<file path="config.mk">
export PLATFORM = sky130hd
export DESIGN_NAME = addsub_seq
export DESIGN_NICKNAME = d
export VERILOG_FILES = /design/src/rtl/addsub_pkg.sv /design/src/rtl/addsub_chunk.sv /design/src/rtl/addsub_seq.sv
export SDC_FILE = /design/constraint.sdc
export NUM_CORES = 1
export LEC_CHECK = 0
export ABC_AREA = 1
export CORE_MARGIN = 3
export CORE_UTILIZATION = 50
export CTS_BUF_LIST = sky130_fd_sc_hd__clkbuf_8 sky130_fd_sc_hd__clkbuf_16
export CTS_CLUSTER_SIZE = 40
export DETAILED_ROUTE_END_ITERATION = 10
export PLACE_DENSITY = 0.84
export SLEW_MARGIN = 15
export SYNTH_ARGS = -nofsm -noshare
export SYNTH_HDL_FRONTEND = slang
export SYNTH_SLANG_ARGS = --single-unit
</file>
<file path="constraint.sdc">
create_clock -name clk -period 6.4 [get_ports clk]
set_input_delay 1.28 -clock clk [delete_from_list [all_inputs] [get_ports clk]]
set_output_delay 1.28 -clock clk [all_outputs]
set_load 0.05 [all_outputs]
</file>
<file path="src/rtl/addsub_pkg.sv">
// Shared types and constants for the sequential chunked adder/subtractor.
// Holds the FSM state type, mode encodings and the WIDTH/CHUNK legality check.
package addsub_pkg;

    typedef enum logic [1:0] {
        IDLE = 2'd0,
        RUN  = 2'd1,
        DONE = 2'd2
    } state_e;

    localparam logic MODE_ADD = 1'b0;
    localparam logic MODE_SUB = 1'b1;

    // Legal only when WIDTH splits into a whole number of CHUNK-bit slices.
    function automatic bit cfg_ok(input int width, input int chunk);
        return (chunk > 0) && (width >= chunk) && ((width % chunk) == 0);
    endfunction

endpackage

</file>
<file path="src/rtl/addsub_chunk.sv">
// Combinational CHUNK-bit ripple-carry slice; also exposes the carry into
// its top bit so the parent can derive signed overflow on the last slice.
module addsub_chunk #(
    parameter int CHUNK = 4
) (
    input  logic [CHUNK-1:0] a,
    input  logic [CHUNK-1:0] b,
    input  logic             cin,
    output logic [CHUNK-1:0] sum,
    output logic             cout,
    output logic             c_msb_in
);

    logic carry;

    // NOTE: blocking assignments are correct here; 'carry' is a combinational
    // temporary that must ripple bit-to-bit within a single evaluation.
    always_comb begin
        carry    = cin;
        sum      = '0;
        c_msb_in = 1'b0;
        for (int i = 0; i < CHUNK; i++) begin
            if (i == CHUNK - 1) begin
                c_msb_in = carry;
            end
            sum[i] = a[i] ^ b[i] ^ carry;
            carry  = (a[i] & b[i]) | (a[i] & carry) | (b[i] & carry);
        end
        cout = carry;
    end

endmodule

</file>
<file path="src/rtl/addsub_seq.sv">
// Multi-cycle two's-complement add/sub: one CHUNK-bit slice per clock with a
// registered ripple carry, valid/ready handshake, accumulate mode and flags.
module addsub_seq
    import addsub_pkg::*;
#(
    parameter int WIDTH = 16,
    parameter int CHUNK = 4
) (
    input  logic             clk,
    input  logic             rst,
    input  logic             in_valid,
    output logic             in_ready,
    input  logic [WIDTH-1:0] a,
    input  logic [WIDTH-1:0] b,
    input  logic             m,
    input  logic             acc,
    output logic             out_valid,
    input  logic             out_ready,
    output logic [WIDTH-1:0] s,
    output logic             c_out,
    output logic             v,
    output logic             z,
    output logic             n
);

    localparam int NCH   = WIDTH / CHUNK;
    localparam int IDX_W = (NCH > 1) ? $clog2(NCH) : 1;

    if (!cfg_ok(WIDTH, CHUNK)) begin : g_cfg_check
        $error("addsub_seq: WIDTH must be a positive multiple of CHUNK");
    end

    state_e             state_q, state_d;
    logic [WIDTH-1:0]   opa_q, opb_q, res_q, res_d;
    logic [IDX_W-1:0]   idx_q;
    logic               carry_q;
    logic               c_out_q, v_q, z_q, n_q;

    logic [CHUNK-1:0]   slice_a, slice_b, slice_sum;
    logic               slice_cout, slice_c_msb;
    logic               last_slice;

    // ---------------- FSM: state register ----------------
    always_ff @(posedge clk) begin
        if (rst) begin
            state_q <= IDLE;
        end else begin
            state_q <= state_d;
        end
    end

    // ---------------- FSM: next state ----------------
    always_comb begin
        state_d = state_q;
        case (state_q)
            IDLE:    if (in_valid)   state_d = RUN;
            RUN:     if (last_slice) state_d = DONE;
            DONE:    if (out_ready)  state_d = IDLE;
            default:                 state_d = IDLE;
        endcase
    end

    // ---------------- FSM: outputs ----------------
    always_comb begin
        in_ready  = (state_q == IDLE);
        out_valid = (state_q == DONE);
    end

    // ---------------- Slice datapath ----------------
    assign last_slice = (idx_q == IDX_W'(NCH - 1));
    assign slice_a    = opa_q[idx_q*CHUNK +: CHUNK];
    assign slice_b    = opb_q[idx_q*CHUNK +: CHUNK];

    addsub_chunk #(.CHUNK(CHUNK)) u_chunk (
        .a        (slice_a),
        .b        (slice_b),
        .cin      (carry_q),
        .sum      (slice_sum),
        .cout     (slice_cout),
        .c_msb_in (slice_c_msb)
    );

    always_comb begin
        res_d                        = res_q;
        res_d[idx_q*CHUNK +: CHUNK]  = slice_sum;
    end

    // NOTE: the result register and flags are reset (not left to power-up
    // state) because an abandoned operation must present s=0 and clear flags,
    // and the first accumulate after reset must start from zero.
    always_ff @(posedge clk) begin
        if (rst) begin
            opa_q   <= '0;
            opb_q   <= '0;
            res_q   <= '0;
            idx_q   <= '0;
            carry_q <= 1'b0;
            c_out_q <= 1'b0;
            v_q     <= 1'b0;
            z_q     <= 1'b0;
            n_q     <= 1'b0;
        end else begin
            case (state_q)
                IDLE: begin
                    if (in_valid) begin
                        opa_q   <= acc ? res_q : a;
                        opb_q   <= (m == MODE_SUB) ? ~b : b;
                        carry_q <= (m == MODE_SUB);
                        idx_q   <= '0;
                    end
                end
                RUN: begin
                    res_q   <= res_d;
                    carry_q <= slice_cout;
                    idx_q   <= idx_q + 1'b1;
                    if (last_slice) begin
                        c_out_q <= slice_cout;
                        v_q     <= slice_c_msb ^ slice_cout;
                        z_q     <= (res_d == '0);
                        n_q     <= res_d[WIDTH-1];
                    end
                end
                default: ;
            endcase
        end
    end

    assign s     = res_q;
    assign c_out = c_out_q;
    assign v     = v_q;
    assign z     = z_q;
    assign n     = n_q;

endmodule

</file>
==> results.ini <==
[timing]
fin_skew_ns=0.00887
setup_viol=0
min_period_ns=4.09
rsz0062_at_grt=false
holdWs_ns=0.452
slew_headroom_pct=37.4
drv_slew=0
fin_crit_sh_pct=63.9
worstMarginPinSlew_ns=0.937
hold_viol_final=0
setup_tns_ns=0
max_freq_ghz=0.244

[power_and_ir_drop]
ir_drop_mv=0.162
p_switching_uw=315
p_leak_nw=1.70
p_comb_share_pct=26.2
p_int_uw=626
total_power_uw=942
power_density_mw_per_mm2=245
p_clk_share_pct=30.0
sw_frac_of_total_pct=33.5
pwr-share-seq_pct=43.8

[clock_network]
cts_hold_buf=0
cts-root-buf=clkbuf_8
numCtsBuffers=9
cts.repair.resized=0
clk_pin_slew_worst_paths_ns=0.06
cts_buffer_depth=2
cts_sinks=57
post_cts_buffers=0
clock_latency_ns=0.35
cts_max_level=3
cts_tree=done

[yosys]
syn-num-nets=502
synth-simple-area-share_pct=19.0
synth_edf_count=0
synth_area_leaders=dfxtp_1, nor2_1, a21oi_1, inv_1, nand2_1
synth_compound_area_share_pct=22.4
async_flop_share_pct=0
synth.area.mux_share_pct=0
synth_top_family_by_area=compound AO/OA/AOI/OAI gates
syn_area_per_cell_um2=6.86
yosysMostFrequentCell=nor2_1
synthTopCellsByCount=nor2_1, inv_1, nand2_1, dfxtp_1, a21oi_1
synthAdderAreaFrac_pct=4.98
synth_cell_types=26
syn_inst=454
synth_top_area_share_pct=36.6
ys_seq_elements=57
synth_area_mm2=0.00311
ys_seq_area_share_pct=36.6
ys.flop_type=dfxtp_1
yosys.area.top_type=dfxtp_1
synthXorXnorAreaFrac_pct=4.78
ys_warn_count=0

[placement]
port-buffer-count=59
gp_congestion=0.928
placed_area_mm2=0.00369
dpl.cell_count=565
hpwlAfterDp_mm=5.51

[floorplanning]
die_h_um=84.9
coreArea_mm2=0.00599
die-area_mm2=0.00721
ios=60
die_w_um=84.9
rows=28
start_util_pct=52.0

[setup_path]
crit_path_cell_trace=inv_1 -> o21ai_0 -> o22ai_1 -> fa_1 -> inv_1 -> fa_1 -> fa_1 -> fa_1 -> nor2_1 -> inv_1 -> nor2_1 -> a21oi_2 -> nand2_1 -> nor2_1 -> nand3_1 -> a21oi_1
arrival_ns=4.32
cpMaxStageDelayCell=dfxtp_1
worstReg2RegEnd=z$_SDFFE_PP0P_
crit_path_end_kind=flop
critPathKind=flop to flop
r2r_cells=16
cp-start-kind=flop
critPathBufInv=3
crit_path_max_fanout=33
crit_required_ns=6.63
r2r_start=idx_q[0]$_SDFFE_PP0P_
path_delay_family=adder cells
cp_slowest_stage_delay_ns=0.94
crit_top_cell=fa_1
rrSetupSlack_ns=2.31

[routing]
drc=0
ant_nets=0
postRouteWirelength_mm=7.54
viasPerCell=5.14
dr.first_iter.drc_count=256
wl_per_cell_um=13.0
first_pass_iters=4
vias=2980

[cells_and_area]
final_cells=580
area_delta_synth_final_pct=23.5
finalNetCount=549
drive_above_1_share_pct=4.16
final_cell_area_mm2=0.00385
n_antenna_cell=0

[flow_run]
maxCapViolCount=0

[global_routing]
grt_pass1_vias=2755
grt_max_degree=55
grt_pass1_wl_mm=12.6
antenna_found_initial=0
overflow=0
grt_use_total_pct=22.2

[min_path]
min_delay_path_depth=2
hold_path.startpoint=opb_q[1]$_SDFFE_PP0P_
hp-class=flop to flop
holdPathEnd=opb_q[1]$_SDFFE_PP0P_

[run_status]
outcome=finished, final reports clean

==> power groups by stage <==
| stage | clock, mW | sequential [mW] | combinational [mW] |
|---|---|---|---|
| 6_report | 0.283 | 0.412 | 0.247 |
| 5_1_grt | 0.304 | 0.416 | 0.277 |
| 4_1_cts | 0.285 | 0.412 | 0.247 |
| 3_5_place_dp | 0 | 0.419 | 0.246 |
| 3_3_place_gp | 0 | 0.419 | 0.240 |
| 2_1_floorplan | 0 | 0.440 | 0.148 |
==> worst max path at each step <==
stage	cells after the start	to	from	slack, ns
floorplan	17	z$_SDFFE_PP0P_	idx_q[0]$_SDFFE_PP0P_	3.11
global route	16	z$_SDFFE_PP0P_	idx_q[0]$_SDFFE_PP0P_	1.86
global placement	16	z$_SDFFE_PP0P_	idx_q[0]$_SDFFE_PP0P_	2.63
detailed placement	16	z$_SDFFE_PP0P_	idx_q[0]$_SDFFE_PP0P_	2.36
finish	16	z$_SDFFE_PP0P_	idx_q[0]$_SDFFE_PP0P_	2.31
CTS	16	z$_SDFFE_PP0P_	idx_q[0]$_SDFFE_PP0P_	2.34
==> metrics by stage <==
step                setup WS (ns)  utilization (%)
finish                       2.31             64.2
global route                 1.86             64.2
CTS                          2.34             64.3
detailed placement           2.36             61.6
global placement             2.63             61.6
floorplan                    3.11                -
==> layout make-up <==
cell class,instances,area (um^2)
fill,544,2140
multi-input combinational,304,1590
sequential,57,1140
timing repair buffer,61,601
inverter,68,255
clock buffer,10,138
tap,75,93.8
clock inverter,5,25.0
==> worst min-delay path, cell delays in order (launching register included) <==
cell and delay (ns):
dfxtp_1 0.30, inv_1 0.06, a21oi_1 0.05
==> cell usage in the layout (no fill, tap or decap) <==
master,netlist,final
nor2_1,79,79
xor2_1,6,6
ha_1,6,6
buf_4,3,2
nor2_2,1,1
buf_2,9,1
o21ai_0,42,42
nand2_2,1,1
fa_1,4,4
a21oi_1,56,56
clkdlybuf4s50_1,0,58
clkinvlp_4,0,1
inv_2,2,2
xnor2_1,11,11
inv_1,66,68
nand2_1,60,60
a31oi_1,1,1
a21boi_1,1,1
a21oi_2,1,1
clkinv_2,0,2
o211ai_1,8,8
clkbuf_8,0,10
a32o_1,3,3
dfxtp_1,57,57
nand3b_1,1,1
o22ai_1,2,2
nand3_1,10,10
a211oi_1,11,11
==> kinds of logic (layout without fill, tap and decap cells) <==
kind of cell	count (synthesis)	after routing
AND/OR/NAND/NOR	152	152
AO/OA/AOI/OAI	125	125
buffers and inverters	93	144
flip-flops	57	57
XOR/XNOR	17	17
adder cells (fa/ha/maj)	10	10
==> flip-flops by register name (all words and copies together) (netlist names) <==
name	count
c_out	1
opb_q	16
z	1
idx_q	2
carry_q	1
n	1
v	1
opa_q	16
state_q	2
s	16
==> layer usage <==
metal | GRT usage [%] | vias up | wire (um)
li1 | - | 1549 | -
met1 | 26.9 | 1339 | 3410
met2 | 36.6 | 78 | 3550
met3 | 7.28 | 14 | 421
met4 | 8.63 | 0 | 160
met5 | 0 | - | 0
Note: power is estimated with default switching activity, not from simulation.
